[config.mk]
export PLATFORM = sky130hd
export DESIGN_NAME = rx_word_arbiter_1553
export DESIGN_NICKNAME = d
export VERILOG_FILES = /design/src/rtl/rx_word_arbiter_1553.sv
export SDC_FILE = /design/constraint.sdc
export NUM_CORES = 1
export LEC_CHECK = 0
export CELL_PAD_IN_SITES_DETAIL_PLACEMENT = 1
export CELL_PAD_IN_SITES_GLOBAL_PLACEMENT = 2
export CORE_MARGIN = 2
export CORE_UTILIZATION = 41
export CTS_CLUSTER_SIZE = 16
export DETAILED_ROUTE_END_ITERATION = 6
export PLACE_DENSITY = 0.78
export SLEW_MARGIN = 25
export SYNTH_ARGS = -nofsm -noshare
export SYNTH_HDL_FRONTEND = slang
export SYNTH_SLANG_ARGS = --single-unit
[constraint.sdc]
create_clock -name clk_out -period 16.4 [get_ports clk_out]
set_input_delay 2.46 -clock clk_out [delete_from_list [all_inputs] [get_ports clk_out]]
set_output_delay 2.46 -clock clk_out [all_outputs]
set_load 0.02 [all_outputs]
[src/rtl/rx_word_arbiter_1553.sv]
// rtl/rx_word_arbiter_1553.sv - N-channel 1553 receive-word capture, round-robin arbitration, shared FWFT FIFO
// Per-channel holding registers feed one tagged FIFO; late strobes on a busy channel are dropped and counted.
module rx_word_arbiter_1553 #(
  parameter  int NUM_CH     = 2,
  parameter  int DWIDTH     = 16,
  parameter  int FIFO_DEPTH = 16,
  localparam int CH_W       = (NUM_CH > 1) ? $clog2(NUM_CH) : 1,
  localparam int CNT_W      = $clog2(FIFO_DEPTH) + 1
) (
  input  logic                     clk_out,
  input  logic                     reset_slow,
  input  logic [NUM_CH-1:0]        ch_enable,
  input  logic [NUM_CH-1:0]        rx_dval,
  input  logic [NUM_CH-1:0]        rx_csw,
  input  logic [NUM_CH-1:0]        rx_dw,
  input  logic [NUM_CH-1:0]        rx_perr,
  input  logic [NUM_CH*DWIDTH-1:0] rx_dword,
  output logic                     out_valid,
  input  logic                     out_ready,
  output logic [DWIDTH-1:0]        out_word,
  output logic [CH_W-1:0]          out_ch,
  output logic                     out_csw,
  output logic                     out_dw,
  output logic                     out_perr,
  output logic [CNT_W-1:0]         fifo_count,
  output logic [NUM_CH-1:0]        drop_pulse,
  output logic [NUM_CH*8-1:0]      drop_cnt
);

  localparam int AW    = $clog2(FIFO_DEPTH);
  localparam int TAG_W = CH_W + 3;

  // Holding registers: flags packed as {perr, csw, dw}
  logic [NUM_CH-1:0] hold_v_q, hold_v_d;
  logic [DWIDTH-1:0] hold_word_q [NUM_CH];
  logic [DWIDTH-1:0] hold_word_d [NUM_CH];
  logic [2:0]        hold_flag_q [NUM_CH];
  logic [2:0]        hold_flag_d [NUM_CH];

  logic [CH_W-1:0]   rr_q, rr_d;

  logic [DWIDTH-1:0] mem_word_q [FIFO_DEPTH];
  logic [DWIDTH-1:0] mem_word_d [FIFO_DEPTH];
  logic [TAG_W-1:0]  mem_tag_q  [FIFO_DEPTH];
  logic [TAG_W-1:0]  mem_tag_d  [FIFO_DEPTH];
  logic [AW-1:0]     wr_ptr_q, wr_ptr_d;
  logic [AW-1:0]     rd_ptr_q, rd_ptr_d;
  logic [CNT_W-1:0]  count_q, count_d;

  logic [NUM_CH-1:0] drop_pulse_q, drop_pulse_d;
  logic [7:0]        drop_cnt_q [NUM_CH];
  logic [7:0]        drop_cnt_d [NUM_CH];

  logic [NUM_CH-1:0] capture;
  logic              pop;
  logic              push_ok;
  logic              gnt_v;
  logic [CH_W-1:0]   gnt_idx;
  logic [TAG_W-1:0]  head_tag;

  assign capture = rx_dval & ch_enable;
  assign pop     = (count_q != '0) && out_ready;
  // A full FIFO still accepts a write when the head leaves in the same cycle
  assign push_ok = (count_q != CNT_W'(FIFO_DEPTH)) || pop;

  always_comb begin
    int              j;
    logic [CH_W-1:0] idx;
    gnt_v   = 1'b0;
    gnt_idx = '0;
    j       = 0;
    idx     = '0;
    for (int k = 0; k < NUM_CH; k++) begin
      j = int'(rr_q) + k;
      if (j >= NUM_CH) j = j - NUM_CH;
      idx = CH_W'(j);
      if (!gnt_v && hold_v_q[idx] && push_ok) begin
        gnt_v   = 1'b1;
        gnt_idx = idx;
      end
    end
  end

  always_comb begin
    logic granted;
    hold_v_d     = hold_v_q;
    hold_word_d  = hold_word_q;
    hold_flag_d  = hold_flag_q;
    drop_pulse_d = '0;
    drop_cnt_d   = drop_cnt_q;
    granted      = 1'b0;
    for (int i = 0; i < NUM_CH; i++) begin
      granted = gnt_v && (gnt_idx == CH_W'(i));
      if (capture[i] && hold_v_q[i] && !granted) begin
        drop_pulse_d[i] = 1'b1;
        if (drop_cnt_q[i] != 8'hFF) drop_cnt_d[i] = drop_cnt_q[i] + 8'd1;
      end else if (capture[i]) begin
        hold_v_d[i]    = 1'b1;
        hold_word_d[i] = rx_dword[i*DWIDTH +: DWIDTH];
        hold_flag_d[i] = {rx_perr[i], rx_csw[i], rx_dw[i]};
      end else if (granted) begin
        hold_v_d[i] = 1'b0;
      end
    end
  end

  always_comb begin
    rr_d = rr_q;
    if (gnt_v) rr_d = (int'(gnt_idx) == NUM_CH - 1) ? '0 : gnt_idx + 1'b1;
  end

  always_comb begin
    mem_word_d = mem_word_q;
    mem_tag_d  = mem_tag_q;
    wr_ptr_d   = wr_ptr_q;
    rd_ptr_d   = rd_ptr_q;
    count_d    = count_q;
    if (gnt_v) begin
      mem_word_d[wr_ptr_q] = hold_word_q[gnt_idx];
      mem_tag_d[wr_ptr_q]  = {gnt_idx, hold_flag_q[gnt_idx]};
      wr_ptr_d             = wr_ptr_q + 1'b1;
    end
    if (pop) rd_ptr_d = rd_ptr_q + 1'b1;
    case ({gnt_v, pop})
      2'b10:   count_d = count_q + 1'b1;
      2'b01:   count_d = count_q - 1'b1;
      default: count_d = count_q;
    endcase
  end

  always_ff @(posedge clk_out or posedge reset_slow) begin
    if (reset_slow) begin
      hold_v_q     <= '0;
      rr_q         <= '0;
      wr_ptr_q     <= '0;
      rd_ptr_q     <= '0;
      count_q      <= '0;
      drop_pulse_q <= '0;
      for (int i = 0; i < NUM_CH; i++) begin
        hold_word_q[i] <= '0;
        hold_flag_q[i] <= '0;
        drop_cnt_q[i]  <= '0;
      end
      for (int e = 0; e < FIFO_DEPTH; e++) begin
        mem_word_q[e] <= '0;
        mem_tag_q[e]  <= '0;
      end
    end else begin
      hold_v_q     <= hold_v_d;
      hold_word_q  <= hold_word_d;
      hold_flag_q  <= hold_flag_d;
      rr_q         <= rr_d;
      mem_word_q   <= mem_word_d;
      mem_tag_q    <= mem_tag_d;
      wr_ptr_q     <= wr_ptr_d;
      rd_ptr_q     <= rd_ptr_d;
      count_q      <= count_d;
      drop_pulse_q <= drop_pulse_d;
      drop_cnt_q   <= drop_cnt_d;
    end
  end

  // Head is read straight out of the storage array, so it only moves on a pop
  assign head_tag   = mem_tag_q[rd_ptr_q];
  assign out_valid  = (count_q != '0);
  assign out_word   = mem_word_q[rd_ptr_q];
  assign out_ch     = head_tag[TAG_W-1:3];
  assign out_perr   = head_tag[2];
  assign out_csw    = head_tag[1];
  assign out_dw     = head_tag[0];
  assign fifo_count = count_q;
  assign drop_pulse = drop_pulse_q;

  always_comb begin
    drop_cnt = '0;
    for (int i = 0; i < NUM_CH; i++) drop_cnt[i*8 +: 8] = drop_cnt_q[i];
  end

endmodule

==> results of run 1 <==
## cells in the final DEF (no fill, tap or decap), drive strengths merged, types with 2 or more instances in the layout
master	synthesis	final
mux4	100	100
o21ai	287	287
xnor2	15	15
nand2	299	299
nand4	6	6
and4	2	2
buf	48	15
nand3	23	23
nor3	4	4
and3	8	8
clkinv	0	11
inv	13	13
bufinv	0	2
xor2	7	7
clkdlybuf4s50	0	88
and2	3	3
nor2	44	44
nand2b	2	2
dfrtp	392	392
ha	11	11
mux2i	20	20
a21oi	42	42
mux2	43	43
clkbuf	70	66
nor2b	4	4
## power by group
part           total, mW  switching [mW]  internal (mW)
Sequential          1.73           0.342           1.39
Clock              0.990           0.400          0.591
Combinational       1.67           0.876          0.795
## registers in the layout (all words and copies together) (netlist names), 4 cells and up
name	flops
drop_cnt	16
wr_ptr_q	4
mem_word_q	256
hold_word_q	32
hold_flag_q	6
mem_tag_q	64
fifo_count	5
rd_ptr_q	4
## metal layers
layer / share of wire / routed length [microns] / up-vias / global-route usage
met5: 0 / 0 / - / 0
met4: 0.019 / 845 / 0 / 0.0615
met3: 0.043 / 1930 / 49 / 0.0288
met2: 0.47 / 21400 / 214 / 0.344
met1: 0.47 / 21200 / 5878 / 0.312
li1: - / - / 5143 / -
## final timing paths
check,from,endpoint,slack (ns)
max,rd_ptr_q[0],out_dw,9.77
max in group asynchronous,reset_slow,mem_word_q[103],12.46
max reg2reg,fifo_count[1],fifo_count[4],13.26
min in group asynchronous,reset_slow,drop_cnt[13],2.42
min reg2reg,mem_word_q[252],mem_word_q[252],0.48
min,mem_word_q[252],mem_word_q[252],0.48
## cell type report
type,count,area [sq um],share of cell area
repair buffers,103,1010,0.0508
well taps,532,666,0.0335
clock buffers,66,1330,0.0667
flip-flops and latches,392,9820,0.494
multi-input cells,930,6880,0.346
clock inverters,14,126,0.00635
inverters,13,61.3,0.00308
## worst max-delay path: stages (launching register included)
cell	delay (ns)
dfrtp_4	1.02
buf_4	0.80
mux4_2	0.60
mux4_2	0.56
clkdlybuf4s50_1	0.57
## Yosys cell counts, drive strengths merged, types with 13 or more instances
master	count	area (sq um)
a21oi	42	221
xnor2	15	131
mux2i	20	260
nor2	44	165
dfrtp	392	9810
mux2	43	522
buf	48	264
o21ai	287	1440
nand2	299	1120
inv	13	48.8
mux4	100	2250
nand3	23	120
clkbuf	70	279
## cells by family (layout without fill, tap and decap cells)
group / Yosys count / count (layout)
xor+xnor: 22 / 22
flops: 392 / 392
mux: 163 / 163
buf+inv: 131 / 196
simple gates: 399 / 399
compound gates: 334 / 334
fa+ha+maj: 12 / 12
## metrics by stage
stage / cells / worst slack [ns]
6_report: 2050 / 9.77
3_5_place_dp: 1970 / 10.27
2_1_floorplan: 1453 / 3.04
3_3_place_gp: 1970 / 10.29
4_1_cts: 2050 / 9.64
5_1_grt: 2050 / 9.49
==> results.sh, run 1 <==
export IMPL_postRouteAntennaNets=0
export IMPL_setup_viol=0
export IMPL_synth_nets=1510
export IMPL_cts_sinks=392
export IMPL_clkLatencyLatePin_ns=0.57
export IMPL_fin_util=0.485
export IMPL_synthAdderAreaFrac=0.00921
export IMPL_rr_worst_depth=12
export IMPL_synthXorXnorAreaFrac=0.0113
export IMPL_root_buffer="clkbuf_16"
export IMPL_wl_per_cell_microns=22.2
export IMPL_post_route_min_period_ns=6.63
export IMPL_cts_tree="yes"
export IMPL_row_count=74
export IMPL_slew_viol_final=0
export IMPL_ir_drop_mv=0.121
export IMPL_gr_usage_all_layers=0.216
export IMPL_power_density_nw_per_um2=221
export IMPL_antenna_found_initial=1
export IMPL_end_kind="primary output"
export IMPL_ios=89
export IMPL_tightestPinTransition_ns=1.04
export IMPL_syn_area_sq_um=17100
export IMPL_start_kind="flip-flop"
export IMPL_syn_inst=1453
export IMPL_diodes=0
export IMPL_postCtsSetupBuffers=0
export IMPL_layout_drive_gt1_share=0.175
export IMPL_htree_levels=2
export IMPL_grt_max_degree=180
export IMPL_synth_simple_gate_area_share=0.0958
export IMPL_drt_iter0_drc=617
export IMPL_max_freq_ghz=0.151
export IMPL_synth_top_family_by_area="multiplexers"
export IMPL_firstDrtPassIters=4
export IMPL_grt_overflow=0
export IMPL_core_region_area_sq_um=41000
export IMPL_die_w_microns=208
export IMPL_worstPathRequired_ns=13.94
export IMPL_critical_path_class="reg2out"
export IMPL_drc=0
export IMPL_synth_area_mux_share=0.177
export IMPL_layout_nets=1542
export IMPL_outcome="complete, no violations"
export IMPL_seq_area_frac_synth=0.573
export IMPL_io_buffers=88
export IMPL_clk_pin_slew_worst_paths_ns=0.06
export IMPL_power_leakage_nw=8.63
export IMPL_crit_fanout=42
export IMPL_drv_cap=0
export IMPL_hold_path_class="reg2reg"
export IMPL_cts_resized=0
export IMPL_crit_arrival_ns=4.17
export IMPL_num_fill_cells=4255
export IMPL_via_per_inst=5.50
export IMPL_ys_warn_count=0
export IMPL_synth_seq_cells=392
export IMPL_rsz0062_at_grt="false"
export IMPL_gp_congestion=0.754
export IMPL_skew_ns=0.0158
export IMPL_area_growth_pct=16.1
export IMPL_avgSynthCellArea_sq_um=11.8
export IMPL_grt_pass1_vias=12188
export IMPL_vias=11284
export IMPL_cts_max_path_buffers=3
export IMPL_cts_inserted_buffers=45
export IMPL_synth_compound_area_frac=0.0992
export IMPL_hold_depth=2
export IMPL_hpwl_microns=26500
export IMPL_grt_pass1_wl_microns=72100
export IMPL_synth_edff_count=0
export IMPL_power_mw=4.39
export IMPL_synthFlopType="dfrtp_1"
export IMPL_worst_hold_slack_ns=0.478
export IMPL_ys_types=42
export IMPL_slew_headroom=0.292
export IMPL_design_die_area_sq_um=43400
export IMPL_fin_tns_setup_ns=0
export IMPL_async_reset_ff_frac=1.00
export IMPL_start_util=0.417
export IMPL_place_area_sq_um=18400
export IMPL_fin_crit_sh=0.404
export IMPL_hold_buffers=0
export IMPL_wl_microns=45400
export IMPL_design_area_sq_um=19900
export IMPL_die_h_microns=208
export IMPL_hold_viol_final=0
Note: power is estimated with default switching activity, not from simulation.
==> inputs of run 2 (changes only) <==
clock period = 6.2 ns   (was 16.4 ns; I/O delays follow)
==> run 2 against run 1 <==
Compared with the run above: flip-flop and latch count is the same; sequential share of layout area shrank 0.093 points; core utilization grew 0.085 points; combinational power grew to 2.7 times the previous value; global-route usage is essentially flat; clock power grew to 2.7 times the previous value; worst setup slack lost 8.3 ns; largest power group unchanged; cell area grew 0.18%; wire length shrank 0.68%; non-clock buffer count grew 11; sequential power grew to 2.6 times the previous value; largest cell class unchanged.
==> results.sh, run 2 (synthesized netlist as in run 1, its figures left out) <==
export IMPL_core_region_area_sq_um=41000
export IMPL_die_w_microns=208
export IMPL_clkLatencyLatePin_ns=0.57
export IMPL_outcome="complete, no violations"
export IMPL_crit_fanout=37
export IMPL_cts_max_path_buffers=3
export IMPL_crit_chain="buf_4, mux4_2, mux4_2, clkdlybuf4s50_1"
export IMPL_setup_viol=0
export IMPL_critical_path_class="reg2out"
export IMPL_diodes=0
export IMPL_final_common_cell="dfrtp_1"
export IMPL_row_count=74
export IMPL_crit_top_cell="mux4_2"
export IMPL_worst_hold_slack_ns=0.474
export IMPL_crit_start="rd_ptr_q[0]"
export IMPL_r2r_start="fifo_count[0]"
export IMPL_intPower_mw=7.38
export IMPL_firstDrtPassIters=5
export IMPL_drt_iter0_drc=687
export IMPL_max_freq_ghz=0.212
export IMPL_fin_cells=2059
export IMPL_fin_tns_setup_ns=0
export IMPL_gp_congestion=0.733
export IMPL_tightestPinTransition_ns=1.06
export IMPL_via_per_inst=5.42
export IMPL_power_leakage_nw=8.67
export IMPL_hold_viol_final=0
export IMPL_die_h_microns=208
export IMPL_io_buffers=88
export IMPL_design_die_area_sq_um=43400
export IMPL_end_kind="primary output"
export IMPL_cts_tree="yes"
export IMPL_worstPathRequired_ns=5.27
export IMPL_worst_path_stages=4
export IMPL_postRouteAntennaNets=0
export IMPL_start_kind="flip-flop"
export IMPL_top_regs="mem_word_q x256, mem_tag_q x64, hold_word_q x32"
export IMPL_grt_pass1_wl_microns=72100
export IMPL_grt_pass1_vias=12268
export IMPL_combPwrFrac=0.381
export IMPL_critPathSlowestCell="dfrtp_4"
export IMPL_postCtsSetupBuffers=0
export IMPL_power_density_nw_per_um2=583
export IMPL_cp_endpoint="out_dw"
export IMPL_cts_inserted_buffers=44
export IMPL_root_buffer="clkbuf_16"
export IMPL_gr_usage_all_layers=0.216
export IMPL_p_switching_mw=4.24
export IMPL_pwr_share_seq=0.391
export IMPL_start_util=0.417
export IMPL_power_mw=11.6
export IMPL_crit_family="buffers and inverters"
export IMPL_drv_cap=0
export IMPL_hold_path_class="reg2reg"
export IMPL_wl_per_cell_microns=21.9
export IMPL_cts_sinks=392
export IMPL_clk_pin_slew_worst_paths_ns=0.06
export IMPL_dp_cells=1981
export IMPL_wl_microns=45100
export IMPL_largest_reg_flops=256
export IMPL_reg2reg_slack_ns=2.88
export IMPL_mostFrequentLayoutCells="dfrtp_1 (389), nand2_1 (299), o21ai_0 (285), mux4_2 (100), clkdlybuf4s50_1 (88)"
export IMPL_hold_buffers=0
export IMPL_cpPeakStageDelay_ns=0.96
export IMPL_r2r_end="mem_word_q[56]"
export IMPL_vias=11164
export IMPL_area_growth_pct=16.4
export IMPL_fin_crit_sh=0.762
export IMPL_layout_drive_gt1_share=0.179
export IMPL_num_fill_cells=4249
export IMPL_layout_nets=1552
export IMPL_crit_arrival_ns=3.80
export IMPL_max_flop_register="mem_word_q"
export IMPL_rr_worst_depth=5
export IMPL_pwr_share_clk=0.228
export IMPL_drc=0
export IMPL_grt_max_degree=153
export IMPL_slew_viol_final=0
export IMPL_ir_drop_mv=0.284
export IMPL_slew_headroom=0.278
export IMPL_cts_resized=0
export IMPL_cp_num_buf_inv=2
export IMPL_rsz0062_at_grt="false"
export IMPL_skew_ns=0.0213
export IMPL_htree_levels=2
export IMPL_grt_overflow=0
export IMPL_antenna_found_initial=0
export IMPL_switching_share=0.365
export IMPL_post_route_min_period_ns=4.73
export IMPL_ios=89
export IMPL_hpwl_microns=26400
## run 2: cell types whose count changed in the layout (fill, tap and decap cells not counted), sizes merged
cell,before,now
buf,15,26
clkinv,11,4
clkbuf,66,69
bufinv,2,3
inv,13,14
## run 2: layout make-up
cell class                      instances  area, sq um  share of cell area
Multi-Input combinational cell        930         6830               0.343
Clock buffer                           69         1330              0.0666
Clock inverter                          9          128             0.00641
Inverter                               13         52.6             0.00264
Tap cell                              532          666              0.0334
Sequential cell                       392         9820               0.493
Timing Repair Buffer                  114         1100              0.0553
## run 2: worst min-delay path by stage
stage | slack, ns | startpoint | cells after the start | end
5_1_grt | 0.50 | mem_tag_q[27] | 2 | mem_tag_q[27]
4_1_cts | 0.48 | mem_word_q[214] | 2 | mem_word_q[214]
3_5_place_dp | 0.47 | mem_word_q[214] | 2 | mem_word_q[214]
3_3_place_gp | 0.46 | mem_word_q[155] | 2 | mem_word_q[155]
6_report | 0.47 | mem_word_q[147] | 2 | mem_word_q[147]
2_1_floorplan | 0.44 | mem_tag_q[35] | 2 | mem_tag_q[35]
## run 2: worst register-to-register path, cell delays in order, from the launching register on
cell	delay [ns]
dfrtp_1	0.45
nor4_4	0.41
a221o_2	0.58
buf_4	0.51
mux2i_2	0.95
o21ai_0	0.25
## run 2: per-layer routing
layer | GRT usage | routed length [microns]
met1 | 0.303 | 21100
met2 | 0.357 | 21700
met3 | 0.0266 | 1480
met4 | 0.0576 | 876
met5 | 0 | 0
## run 2: power by group through the flow
stage | Combinational [mW] | Clock (mW) | Sequential [mW]
3_3_place_gp | 4.30 | 0 | 4.54
4_1_cts | 4.48 | 2.71 | 4.55
5_1_grt | 4.88 | 2.81 | 4.70
3_5_place_dp | 4.46 | 0 | 4.59
2_1_floorplan | 3.25 | 0 | 4.18
6_report | 4.43 | 2.65 | 4.54
## run 2: per-stage QoR
| stage | area [sq um] | setup slack [ns] | utilization |
|---|---|---|---|
| CTS | 19900 | 1.37 | 0.485 |
| finish | 19900 | 1.47 | 0.486 |
| global placement | 18400 | 2.03 | 0.449 |
| floorplan | 17100 | -0.00387 | - |
| detailed placement | 18400 | 1.99 | 0.450 |
| global route | 19900 | 1.26 | 0.486 |
==> inputs of run 3 (changes only) <==
CORE_UTILIZATION = 37   (was 41)
PLACE_DENSITY = 0.74   (was 0.78)
clock period = 3.85 ns   (was 6.2 ns; I/O delays follow)
==> run 3 against run 2 <==
Compared with the run above: worst setup slack got worse by 1.4 ns; cell area increased by 2.7%; critical path depth unchanged; wire length increased by 4.1%; count of clock-buffer cells in the layout decreased by 1; power increased by 63%; first-iteration DRC count decreased by 7.6%; non-clock buffer count increased by 34; clock skew decreased by 0.0089 ns; final cell count increased by 5.1%; flip-flop and latch count unchanged; worst hold slack got worse by 0.047 ns; largest cell class unchanged.
==> results.sh, run 3 (synthesized netlist as in run 1, its figures left out) <==
export IMPL_clk_pin_slew_worst_paths_ns=0.06
export IMPL_pwr_share_clk=0.223
export IMPL_vias=11333
export IMPL_start_util=0.376
export IMPL_pwr_share_seq=0.376
export IMPL_cts_tree="yes"
export IMPL_cp_num_buf_inv=2
export IMPL_p_switching_mw=6.88
export IMPL_hpwl_microns=29500
export IMPL_firstDrtPassIters=4
export IMPL_critical_path_class="reg2out"
export IMPL_crit_arrival_ns=3.16
export IMPL_diodes=0
export IMPL_fin_tns_setup_ns=0
export IMPL_slew_headroom=0.387
export IMPL_rsz0062_at_grt="false"
export IMPL_core_region_area_sq_um=45600
export IMPL_cts_inserted_buffers=45
export IMPL_drc=0
export IMPL_cts_resized=0
export IMPL_max_freq_ghz=0.267
export IMPL_largest_reg_flops=256
export IMPL_die_h_microns=219
export IMPL_power_leakage_nw=8.93
export IMPL_htree_levels=2
export IMPL_end_kind="primary output"
export IMPL_crit_chain="buf_4, mux4_2, mux4_2, clkdlybuf4s50_1"
export IMPL_design_area_sq_um=20500
export IMPL_rr_worst_depth=10
export IMPL_antenna_found_initial=1
export IMPL_hold_buffers=0
export IMPL_gp_congestion=0.767
export IMPL_worstPathRequired_ns=3.27
export IMPL_fin_crit_sh=0.971
export IMPL_wl_microns=47000
export IMPL_design_die_area_sq_um=48000
export IMPL_layout_nets=1587
export IMPL_die_w_microns=219
export IMPL_crit_family="buffers and inverters"
export IMPL_drv_cap=0
export IMPL_area_growth_pct=19.4
export IMPL_hold_viol_final=0
export IMPL_row_count=78
export IMPL_wl_per_cell_microns=21.7
export IMPL_root_buffer="clkbuf_16"
export IMPL_drt_iter0_drc=635
export IMPL_setup_viol=0
export IMPL_place_area_sq_um=19000
export IMPL_max_flop_register="mem_word_q"
export IMPL_cpPeakStageDelay_ns=0.77
export IMPL_skew_ns=0.0123
export IMPL_reg2reg_slack_ns=0.80
export IMPL_top_regs="mem_word_q x256, mem_tag_q x64, hold_word_q x32"
export IMPL_switching_share=0.363
export IMPL_clkLatencyLatePin_ns=0.57
export IMPL_crit_fanout=32
export IMPL_via_per_inst=5.24
export IMPL_ios=89
export IMPL_r2r_start="fifo_count[0]"
export IMPL_start_kind="flip-flop"
export IMPL_cts_sinks=392
export IMPL_cts_max_path_buffers=3
export IMPL_outcome="complete, no violations"
export IMPL_r2r_end="fifo_count[4]"
export IMPL_grt_pass1_wl_microns=75000
export IMPL_mostFrequentLayoutCells="dfrtp_1 (389), nand2_1 (299), o21ai_0 (285), mux4_2 (100), clkdlybuf4s50_1 (88)"
export IMPL_io_buffers=88
export IMPL_combPwrFrac=0.400
export IMPL_tightestPinTransition_ns=0.902
export IMPL_intPower_mw=12.1
export IMPL_grt_pass1_vias=12387
export IMPL_hold_path_class="in2async"
export IMPL_ir_drop_mv=0.418
export IMPL_postCtsSetupBuffers=1
export IMPL_slew_viol_final=0
export IMPL_grt_max_degree=69
export IMPL_final_common_cell="dfrtp_1"
export IMPL_postRouteAntennaNets=0
export IMPL_crit_top_cell="mux4_2"
export IMPL_power_density_nw_per_um2=928
export IMPL_post_route_min_period_ns=3.74
export IMPL_layout_drive_gt1_share=0.198
export IMPL_power_mw=19.0
export IMPL_grt_overflow=0
export IMPL_critPathSlowestCell="dfrtp_4"
export IMPL_gr_usage_all_layers=0.207
run 3: area by class of cell:
class,instances,area [sq um]
inverters,13,52.6
well taps,600,751
multi-input cells,930,6780
clock buffers,68,1340
clock inverters,13,121
flip-flops and latches,392,9820
fillers,4738,25100
repair buffers,148,1600
run 3: per-stage QoR:
| stage | worst slack, ns | hold slack, ns | std cells | utilization |
|---|---|---|---|---|
| floorplan | -2.00 | 0.444 | 1453 | - |
| global placement | 0.583 | 0.456 | 2081 | 0.416 |
| detailed placement | 0.566 | 0.468 | 2081 | 0.416 |
| CTS | 0.0411 | 0.481 | 2163 | 0.448 |
| global route | 0.0165 | 0.450 | 2164 | 0.449 |
| finish | 0.110 | 0.427 | 2164 | 0.449 |
run 3: worst max-delay path by stage:
stage,endpoint,from,slack [ns],cells after the start
after floorplan,drop_cnt[0],reset_slow,-2.00,1
after global placement,out_word[10],rd_ptr_q[0],0.58,4
after detailed placement,out_word[15],rd_ptr_q[0],0.57,4
after CTS,out_word[15],rd_ptr_q[1],0.04,4
after global routing,out_word[14],rd_ptr_q[0],0.02,4
final,out_word[14],rd_ptr_q[1],0.11,4
run 3: power groups by stage:
| stage | logic (mW) | registers [mW] | clock network, mW |
|---|---|---|---|
| 2_1_floorplan | 5.24 | 6.73 | 0 |
| 3_3_place_gp | 7.36 | 7.17 | 0 |
| 3_5_place_dp | 7.63 | 7.24 | 0 |
| 4_1_cts | 7.71 | 7.17 | 4.35 |
| 5_1_grt | 8.35 | 7.40 | 4.52 |
| 6_report | 7.60 | 7.14 | 4.24 |
run 3: per-layer routing:
metal / part of all wire / vias to the layer above / GRT usage
li1: - / 5227 / -
met1: 0.47 / 5857 / 0.294
met2: 0.47 / 194 / 0.329
met3: 0.047 / 55 / 0.0345
met4: 0.019 / 0 / 0.0556
met5: 0 / - / 0
